**config.mk**
```make
export PLATFORM = sky130hd
export DESIGN_NAME = chunked_serial_adder
export DESIGN_NICKNAME = d
export VERILOG_FILES = /design/src/rtl/chunked_serial_adder.sv
export SDC_FILE = /design/constraint.sdc
export NUM_CORES = 1
export LEC_CHECK = 0
export BUFFER_PORTS_ARGS = -buffer_cell sky130_fd_sc_hd__buf_2
export CORE_MARGIN = 3
export CORE_UTILIZATION = 59
export CTS_CLUSTER_DIAMETER = 40
export DETAILED_ROUTE_END_ITERATION = 10
export PLACE_DENSITY_LB_ADDON = 0.25
export SYNTH_ARGS = -nofsm -noshare
export SYNTH_HDL_FRONTEND = slang
export SYNTH_SLANG_ARGS = --single-unit
```
**constraint.sdc**
```tcl
create_clock -name clk -period 5.6 [get_ports clk]
set_input_delay 1.12 -clock clk [delete_from_list [all_inputs] [get_ports clk]]
set_output_delay 1.12 -clock clk [all_outputs]
set_load 0.01 [all_outputs]
```
**src/rtl/chunked_serial_adder.sv**
```systemverilog
// Multi-cycle WIDTH-bit adder that sums CHUNK bits per clock with a registered carry.
// Optional subtract mode (port sub) is enabled by defining SERIAL_ADDER_SUBTRACT_EN.
module chunked_serial_adder #(
    parameter int unsigned WIDTH = 32,
    parameter int unsigned CHUNK = 4
) (
    input  logic             clk,
    input  logic             reset,
    input  logic             start,
    input  logic [WIDTH-1:0] a,
    input  logic [WIDTH-1:0] b,
    input  logic             c_in,
`ifdef SERIAL_ADDER_SUBTRACT_EN
    input  logic             sub,
`endif
    output logic             busy,
    output logic             done,
    output logic [WIDTH-1:0] sum,
    output logic             c_out,
    output logic             overflow
);

    localparam int unsigned NCHUNK = WIDTH / CHUNK;
    localparam int unsigned IDXW   = (NCHUNK > 1) ? $clog2(NCHUNK) : 1;
    localparam int unsigned CW     = CHUNK + 1;

    localparam logic [1:0] IDLE = 2'd0;
    localparam logic [1:0] BUSY = 2'd1;
    localparam logic [1:0] DONE = 2'd2;

    if ((CHUNK < 1) || (CHUNK > WIDTH) || ((WIDTH % CHUNK) != 0)) begin : g_bad_cfg
        $error("chunked_serial_adder: WIDTH must be a non-zero multiple of CHUNK");
    end

    logic [1:0]       state_q, state_d;
    logic [WIDTH-1:0] a_q, a_d, b_q, b_d, acc_q, acc_d;
    logic             carry_q, carry_d;
    logic [IDXW-1:0]  idx_q, idx_d;
    logic [WIDTH-1:0] sum_q, sum_d;
    logic             c_out_q, c_out_d, ovf_q, ovf_d;
    logic             busy_q, busy_d, done_q, done_d;

    logic [CW-1:0]    csum;
    logic             msb_cin;
    logic [WIDTH-1:0] acc_nxt;
    logic [WIDTH-1:0] b_eff;
    logic             cin_eff;

    // Operands shift right each BUSY cycle so the active chunk is always bits [CHUNK-1:0].
    always_comb begin
        state_d = state_q;
        a_d     = a_q;
        b_d     = b_q;
        acc_d   = acc_q;
        carry_d = carry_q;
        idx_d   = idx_q;
        sum_d   = sum_q;
        c_out_d = c_out_q;
        ovf_d   = ovf_q;

`ifdef SERIAL_ADDER_SUBTRACT_EN
        b_eff   = sub ? ~b : b;
        cin_eff = sub ? 1'b1 : c_in;
`else
        b_eff   = b;
        cin_eff = c_in;
`endif

        csum    = {1'b0, a_q[CHUNK-1:0]} + {1'b0, b_q[CHUNK-1:0]} + CW'(carry_q);
        msb_cin = a_q[CHUNK-1] ^ b_q[CHUNK-1] ^ csum[CHUNK-1];
        acc_nxt = (acc_q >> CHUNK) | (WIDTH'(csum[CHUNK-1:0]) << (WIDTH - CHUNK));

        case (state_q)
            IDLE: begin
                if (start) begin
                    a_d     = a;
                    b_d     = b_eff;
                    carry_d = cin_eff;
                    idx_d   = '0;
                    acc_d   = '0;
                    state_d = BUSY;
                end
            end
            BUSY: begin
                a_d     = a_q >> CHUNK;
                b_d     = b_q >> CHUNK;
                acc_d   = acc_nxt;
                carry_d = csum[CHUNK];
                idx_d   = idx_q + IDXW'(1);
                if (idx_q == IDXW'(NCHUNK - 1)) begin
                    state_d = DONE;
                    sum_d   = acc_nxt;
                    c_out_d = csum[CHUNK];
                    ovf_d   = msb_cin ^ csum[CHUNK];
                end
            end
            DONE:    state_d = IDLE;
            default: state_d = IDLE;
        endcase

        busy_d = (state_d != IDLE);
        done_d = (state_d == DONE);
    end

    always_ff @(posedge clk) begin
        if (reset) begin
            state_q <= IDLE;
            a_q     <= '0;
            b_q     <= '0;
            acc_q   <= '0;
            carry_q <= 1'b0;
            idx_q   <= '0;
            sum_q   <= '0;
            c_out_q <= 1'b0;
            ovf_q   <= 1'b0;
            busy_q  <= 1'b0;
            done_q  <= 1'b0;
        end else begin
            state_q <= state_d;
            a_q     <= a_d;
            b_q     <= b_d;
            acc_q   <= acc_d;
            carry_q <= carry_d;
            idx_q   <= idx_d;
            sum_q   <= sum_d;
            c_out_q <= c_out_d;
            ovf_q   <= ovf_d;
            busy_q  <= busy_d;
            done_q  <= done_d;
        end
    end

    assign busy     = busy_q;
    assign done     = done_q;
    assign sum      = sum_q;
    assign c_out    = c_out_q;
    assign overflow = ovf_q;

endmodule
```
-- After elaboration in Yosys (flattened, before gate mapping)
Index checks and enable logic that the tools add are counted.
- register bits: 138
- input bits: 68
- output and inout bits: 36
- add/sub/neg operators: 3
- equal/unequal tests: 4
- mux-type cells: 13
- bitwise logic cells: 4
- reductions and logical operators: 5
- operators by type and width (kind ; count):
    one-hot mux 32 bit (2 select lines) ; 3
    2-to-1 mux 32 bit ; 3
    bitwise OR 28 x 32 -> 32 bit ; 1
    one-hot mux 3 bit (2 select lines) ; 1
    adder 4 x 4 -> 5 bit ; 1
    adder 5 x 1 -> 5 bit ; 1
    2-to-1 mux 2 bit ; 2
    one-hot mux 2 bit (2 select lines) ; 1
    AND reduction 2 bit ; 2
    nonzero test 2 bit ; 2
    adder 3 x 1 -> 3 bit (second input constant) ; 1
    == test 3 bit (second input constant) ; 1
    2-to-1 mux 3 bit ; 1
    XOR 1 bit ; 3
    == test 2 x 1 -> 1 bit (second input constant) ; 1
    == test 2 bit (second input constant) ; 1
    zero test 2 bit ; 1
    != test 2 bit (second input constant) ; 1
    one-hot mux 1 bit (2 select lines) ; 1
    2-to-1 mux 1 bit ; 1

-- Logic depth before layout (Yosys ltp)
Gate-level depths: netlist of the first run.
- depth in word-level cells: 4
- depth in mapped cells: 8
- mapped depth without buffers: 6

-- Worst setup path after synthesis of the first run
No wires, ideal clock.
- path kind: input to register
- from: in reset
- to: reg a_q[28]
- setup time: 0.128 ns
- arrival: 1.880 ns
- data required time: 5.472 ns
- setup slack: 3.592 ns
- cell stages on the path: 4
- buffers on the path: 3
- cell sequence: buf_2 clkbuf_1 clkbuf_1 nor2_1
- RTL lines (what ; RTL line ; source):
    start, declared ; 8 ; input logic reset,
    end signal, assigned ; 108 ; a_q <= '0;
    end signal, assigned ; 120 ; a_q <= a_d;
    end, declared ; 36 ; logic [WIDTH-1:0] a_q, a_d, b_q, b_d, acc_q, acc_d;
No word-level cell between the ends.

-- Worst setup path in the final report of the first run
- from: reg state_q[0]
- to: reg sum_q[31], in the netlist sum[31]
- longest elaborated chain between the ends: 2
- RTL lines (what ; RTL line ; source):
    start, declared ; 35 ; logic [1:0] state_q, state_d;
    start signal, assigned ; 119 ; state_q <= state_d;
    == test 2 x 1 -> 1 bit ; 73 ; case (state_q)
    AND reduction 2 bit (no source line) ; - ;
    end signal, assigned ; 125 ; sum_q <= sum_d;
    end, declared ; 39 ; logic [WIDTH-1:0] sum_q, sum_d;
No other way between the ends.
A chain may end at the register's enable or synchronous reset.

==> flow_summary_export.csv, run 1 <==
group,metric,value,unit
run_status,outcome,"finished, final reports clean",
critical_path,crit_type,"reg2reg",
floorplan,floorplan.initialDensity,0.6237,
sta,slew_violations,0,
cts,cts_setup_buffers,0,
layout,final_area,0.006291,mm^2
synth,yosys_warnings,0,
route,ant_nets,0,
cts,clk_path_buf_depth,2,
grt,grt_usage,0.2450,
floorplan,die_area,0.01007,mm^2
synth,avgSynthCellArea,8.460,um^2
synth,synth-simple-area-share,0.2098,
grt,grtUsageMet1,0.3173,
sta,fmax,0.3562,GHz
floorplan,io_pins,104,
placed_design,dpl.hpwl,7558,um
sta,finalClockSkew,0.01018,ns
route,vias_per_cell,5.709,
synth,synth.ff_latch_count,134,
synth,synthXorXnorAreaFrac,0.005001,
route,wire_per_inst,14.62,um
floorplan,fp-row-count,33,
grt,use_met2,0.3996,
grt,gr-usage-met3,0.05281,
grt,grt_antenna_before_repair,0,
power_and_ir_drop,ir_worst_vdd,0.2393,mV
synth,synth_edf_count,0,
layout,fill_cells,667,
grt,grt_overflow_total,0,
critical_path,cp_max_fo,58,
critical_path,cp.arrival,3.17,ns
route,first_pass_iters,5,
synth,synth_cell_types,31,
cts,cts.reportedPaths.clkPinSlew,0.06,ns
critical_path,startpoint_type,"flip-flop",
layout,fin_nets,769,
route,wl,11870,um
sta,setup_viol,0,
critical_path,cp.required,5.96,ns
route,drtIter0Drc,220,
floorplan,core,0.008423,mm^2
synth,syn_area,0.005254,mm^2
floorplan,die_h,100.4,um
sta,period_minus_slack,2.807,ns
sta,worst_pin_slew,1.299,ns
flow_run,cap_violations,0,
floorplan,die_x,100.4,um
synth,ys_seq_area_frac,0.5106,
placed_design,port-buffer-count,103,
layout,areaGrowthSynthToFinish,19.74,%
synth,synth_ff_type,"dfxtp_1",
cts,ctsResizeCount,0,
power_and_ir_drop,powerDensity,380.7,mW/mm^2
grt,grt_pass1_vias,4425,
cts,cts_root_buffer,"clkbuf_8",
sta,rsz0062_at_grt,"false",
synth,async_flop_share,0,
layout,diodes,0,
placed_design,placement.cell_area,0.005650,mm^2
synth,synth_fa_ha_area_frac,0.01953,
grt,grt_pass1_wl,20090,um
cts,clock-sinks,134,
synth,synth_mux_area_frac,0,
critical_path,crit_path_end_kind,"flip-flop",
cts,cts_tree,"done",
power_and_ir_drop,power_leakage,2.631,nW
synth,synth_compound_area_frac,0.1946,
synth,postSynthCellCount,621,
synth,syn-num-nets,696,
sta,finalHoldViolations,0,
route,vias,4636,
grt,grt_max_degree,103,
grt,grt-busiest-layer,"met2",
sta,tns,0,ns
cts,htreeDepth,4,
placed_design,place.gp.congestion,0.7553,
hold_path,hp-class,"reg2reg",
cts,clk_latency,0.52,ns
sta,min_period_over_period,0.5013,
layout,utilization,0.7469,
sta,relSlewSlack,0.1323,
route,drcViolationCount,0,
cts,cts_hold_buf,0,
layout,layout-drive-gt1-share,0.2107,
cts,cts_made_buffers,17,
synth,synth_top_family_by_area,"simple AND/OR/NAND/NOR gates",
==> cells in the mapped netlist, types with 2 or more instances <==
cell        n  area [um^2]
buf_6       7        78.83
buf_2      20        100.1
a211oi_2    2        25.02
fa_1        2        40.04
o31ai_1     2        15.01
nor2_1    102        382.9
buf_1       2        7.510
a21o_1      2        15.01
a22oi_1    38        285.3
a311oi_1   55        481.7
xor2_1      2        17.52
a21oi_1    34        170.2
ha_1        5        62.56
clkbuf_1   18        67.56
dfxtp_1   134         2683
buf_4       8        60.06
nand2_1   172        645.6
a211oi_1    2        15.01
nand3b_1    2        15.01
==> per-layer routing <==
layer  routed length (um)  vias up
li1                     -     2282
met1                 5011     2165
met3                  766       29
met5                    0        -
met4                  263        0
met2                 5829      160
==> sequential cells by signal (all words and copies together) (netlist names) <==
signal and flops:
a_q 32, acc_q 28, b_q 32, busy 1
c_out 1, carry_q 1, done 1, idx_q 3
overflow 1, state_q 2, sum 32
==> through the flow <==
stage	total power (W)	hold WS (ns)	setup slack, ns	cells
final	0.002395	0.4510	2.793	812
after global routing	0.002475	0.4712	2.512	812
after CTS	0.002407	0.4520	2.757	812
after detailed placement	0.001220	0.4435	2.612	780
after global placement	0.001213	0.4398	2.727	780
after floorplan	0.001172	0.4323	3.592	621
==> cell type report <==
class,count,area (um^2),share of cell area
Inverter,1,3.754,0.0005967
Clock buffer,17,414.1,0.06583
Clock inverter,15,226.5,0.03600
Timing Repair Buffer,109,563.0,0.08950
Sequential cell,134,2683,0.4264
Multi-Input combinational cell,431,2270,0.3608
Tap cell,105,131.4,0.02088
==> placed cells by master (no fill, tap or decap), types with 3 or more instances in the layout <==
master,n
clkbuf_16,16
nor2_1,102
ha_1,5
inv_6,3
nand2_1,172
bufinv_16,5
a311oi_1,55
buf_2,102
clkinvlp_4,3
buf_4,7
dfxtp_1,134
a22oi_1,38
a21oi_1,34
==> logic make-up after synthesis <==
logic type,Yosys count
simple gates,284
compound gates,137
flops,134
buf+inv,56
fa+ha+maj,7
xor+xnor,3
==> worst paths after layout <==
path                    from  slack [ns]  cells past startpoint       to
setup / recovery  state_q[0]        2.79                      4  sum[31]
hold / removal       sum[20]        0.45                      2  sum[20]
setup reg to reg  state_q[0]        2.79                      4  sum[31]
hold reg to reg      sum[20]        0.45                      2  sum[20]
==> report_power, final <==
part           internal (W)  switching [W]  leakage, nW
combinational     0.0000684       0.000110         1.23
sequential         0.000997      0.0000274         1.10
clock              0.000771       0.000420        0.305
==> critical path, stage by stage, from the launching register on <==
cell	delay, ns
dfxtp_1	0.51
nor2b_4	1.11
nand2_2	0.67
nand3b_1	0.26
o31ai_1	0.09
No activity file was read; power rests on OpenSTA's default activity.
==> run 2, diff against run 1 <==
--- a/config.mk
+++ b/config.mk
@@ -5,9 +5,10 @@
 export SDC_FILE = /design/constraint.sdc
 export NUM_CORES = 1
 export LEC_CHECK = 0
+export ABC_AREA = 1
 export BUFFER_PORTS_ARGS = -buffer_cell sky130_fd_sc_hd__buf_2
 export CORE_MARGIN = 3
-export CORE_UTILIZATION = 59
+export CORE_UTILIZATION = 49
 export CTS_CLUSTER_DIAMETER = 40
 export DETAILED_ROUTE_END_ITERATION = 10
 export PLACE_DENSITY_LB_ADDON = 0.25
==> constraint.sdc (replaced) <==
create_clock -name clk -period 2.5 [get_ports clk]
set_input_delay 0.5 -clock clk [delete_from_list [all_inputs] [get_ports clk]]
set_output_delay 0.5 -clock clk [all_outputs]
set_load 0.01 [all_outputs]
==> run 2 against run 1 <==
Register-to-register slack worse by 2.2 ns; clock power is 92% higher; first-iteration DRC count is 84% higher; largest cell class unchanged; largest power group is now sequential cells.
==> flow_summary_export.csv, run 2 <==
group,metric,value,unit
cts,clk_latency,0.51,ns
cts,cts_made_buffers,17,
floorplan,floorplan.initialDensity,0.5103,
power_and_ir_drop,powerDensity,776.5,mW/mm^2
grt,grt_usage,0.2170,
route,drtIter0Drc,404,
critical_path,cp_max_fo,3,
sta,setup_viol,0,
synth,yosysTopAreaCellShare,0.5047,
floorplan,fp-row-count,37,
sta,tns,0,ns
synth,yosysMostFrequentCell,"nand2_1",
route,ant_nets,0,
layout,fin_nets,845,
cts,htreeDepth,4,
route,first_pass_iters,5,
floorplan,io_pins,104,
synth,avgSynthCellArea,7.748,um^2
critical_path,cp.required,2.96,ns
synth,synth.ff_latch_count,134,
sta,slew_violations,0,
sta,rsz0062_at_grt,"false",
synth,yosys-top-cells-area,"dfxtp_1 50%, o21ai_0 11%, nand2_1 9.5%",
synth,synth_cell_types,27,
sta,period_minus_slack,1.864,ns
placed_design,dpl.hpwl,8336,um
layout,diodes,0,
synth,synth_ff_type,"dfxtp_1",
synth,synth_edf_count,0,
sta,relSlewSlack,0.5822,
sta,finalClockSkew,0.006199,ns
floorplan,core,0.01042,mm^2
route,vias,4840,
sta,finalHoldViolations,0,
synth,yosys_warnings,0,
grt,grt_pass1_wl,20890,um
layout,layout_commonest_cell,"nand2_1",
floorplan,die_x,110.2,um
sta,min_period_over_period,0.7454,
route,wl,12870,um
cts,cts_hold_buf,0,
grt,grt_overflow_total,0,
cts,clk_path_buf_depth,2,
cts,clock-sinks,134,
cts,cts_tree,"done",
cts,ctsResizeCount,0,
synth,syn_area,0.005315,mm^2
critical_path,crit_path_end_kind,"flip-flop",
route,wire_per_inst,14.00,um
synth,yosys.area.top_type,"dfxtp_1",
critical_path,cp.arrival,2.32,ns
cts,cts_setup_buffers,0,
placed_design,place.gp.congestion,0.8626,
layout,areaGrowthSynthToFinish,20.55,%
flow_run,cap_violations,0,
cts,cts_root_buffer,"clkbuf_8",
layout,layout-drive-gt1-share,0.2235,
power_and_ir_drop,ir_worst_vdd,0.3825,mV
power_and_ir_drop,power_leakage,2.815,nW
hold_path,hp-class,"in2reg",
synth,syn-num-nets,761,
critical_path,crit_type,"reg2reg",
sta,fmax,0.5366,GHz
layout,fill_cells,933,
synth,ys_top_cells_by_count,"135 x nand2_1, 134 x dfxtp_1, 114 x o21ai_0, 98 x a21oi_1, 80 x nor2_1",
cts,cts.reportedPaths.clkPinSlew,0.06,ns
grt,grt_max_degree,53,
run_status,outcome,"finished, final reports clean",
placed_design,port-buffer-count,103,
synth,ys_seq_area_frac,0.5047,
grt,grt_antenna_before_repair,0,
sta,worst_pin_slew,0.6266,ns
floorplan,die_area,0.01213,mm^2
critical_path,startpoint_type,"flip-flop",
route,drcViolationCount,0,
layout,layout_common_cells,"135 x nand2_1, 134 x dfxtp_1, 114 x o21ai_0",
synth,async_flop_share,0,
route,vias_per_cell,5.267,
floorplan,die_h,110.2,um
grt,grt_pass1_vias,4569,
synth,postSynthCellCount,686,
layout,utilization,0.6151,
==> run 2: cell count changes after synthesis, sizes merged, moves of 21 or more <==
| cell | previous run | this run |
|---|---|---|
| a21oi | 34 | 108 |
| a22oi | 38 | 0 |
| a311oi | 55 | 0 |
| nand2 | 173 | 148 |
| nor2 | 103 | 82 |
| o21ai | 0 | 114 |
==> run 2: final timing paths <==
check | from | to | slack, ns | depth (start not counted)
setup / recovery | a_q[0] | overflow | 0.64 | 8
hold / removal | a[25] | a_q[25] | 0.24 | 3
setup reg to reg | a_q[0] | overflow | 0.64 | 8
hold reg to reg | b_q[28] | b_q[28] | 0.46 | 2
==> run 2: logic make-up after synthesis <==
group / synth area share
simple gates: 0.1876
compound gates: 0.2269
flops: 0.5047
buf+inv: 0.05979
fa+ha+maj: 0.01930
xor+xnor: 0.001648
==> run 2: critical path, cell delays in order (launching register included) <==
cell     delay (ns)
dfxtp_1        0.33
fa_1           0.48
fa_1           0.43
nand3_1        0.14
nor2b_1        0.20
nand2_1        0.07
nand3_1        0.07
nand2_1        0.06
inv_1          0.05
==> run 2: layer usage <==
metal  vias to the layer above  track usage  part of all wire
met5                         -            0                 0
met4                         0      0.07564             0.021
met3                        25      0.05591             0.050
met2                       137       0.3588              0.48
met1                      2242       0.2754              0.45
li1                       2436            -                 -
==> run 2: report_power, final <==
group / switching [W] / leakage, nW / internal, W
combinational: 0.000259 / 1.45 / 0.000150
sequential: 0.0000530 / 1.09 / 0.00223
clock: 0.000917 / 0.270 / 0.00137
==> run 2: metrics by stage <==
| step | instances | hold slack [ns] | power (W) | instance area (um^2) | worst slack (ns) |
|---|---|---|---|---|---|
| floorplan | 686 | 0.4289 | 0.002598 | 5315 | 0.8246 |
| global placement | 887 | 0.4444 | 0.002720 | 5857 | 0.6633 |
| detailed placement | 887 | 0.4501 | 0.002733 | 5857 | 0.6238 |
| CTS | 919 | 0.2216 | 0.005004 | 6407 | 0.6321 |
| global route | 919 | 0.2339 | 0.005160 | 6407 | 0.4748 |
| finish | 919 | 0.2409 | 0.004975 | 6407 | 0.6364 |
==> run 2: layout make-up <==
class                      instances  area, um^2  area share
clock buffer                      20       445.4     0.06952
tap                              136       170.2     0.02656
multi-input combinational        483        2317      0.3616
clock inverter                    12       105.1     0.01640
timing repair buffer             114       610.6     0.09529
inverter                          20       76.32     0.01191
sequential                       134        2683      0.4187
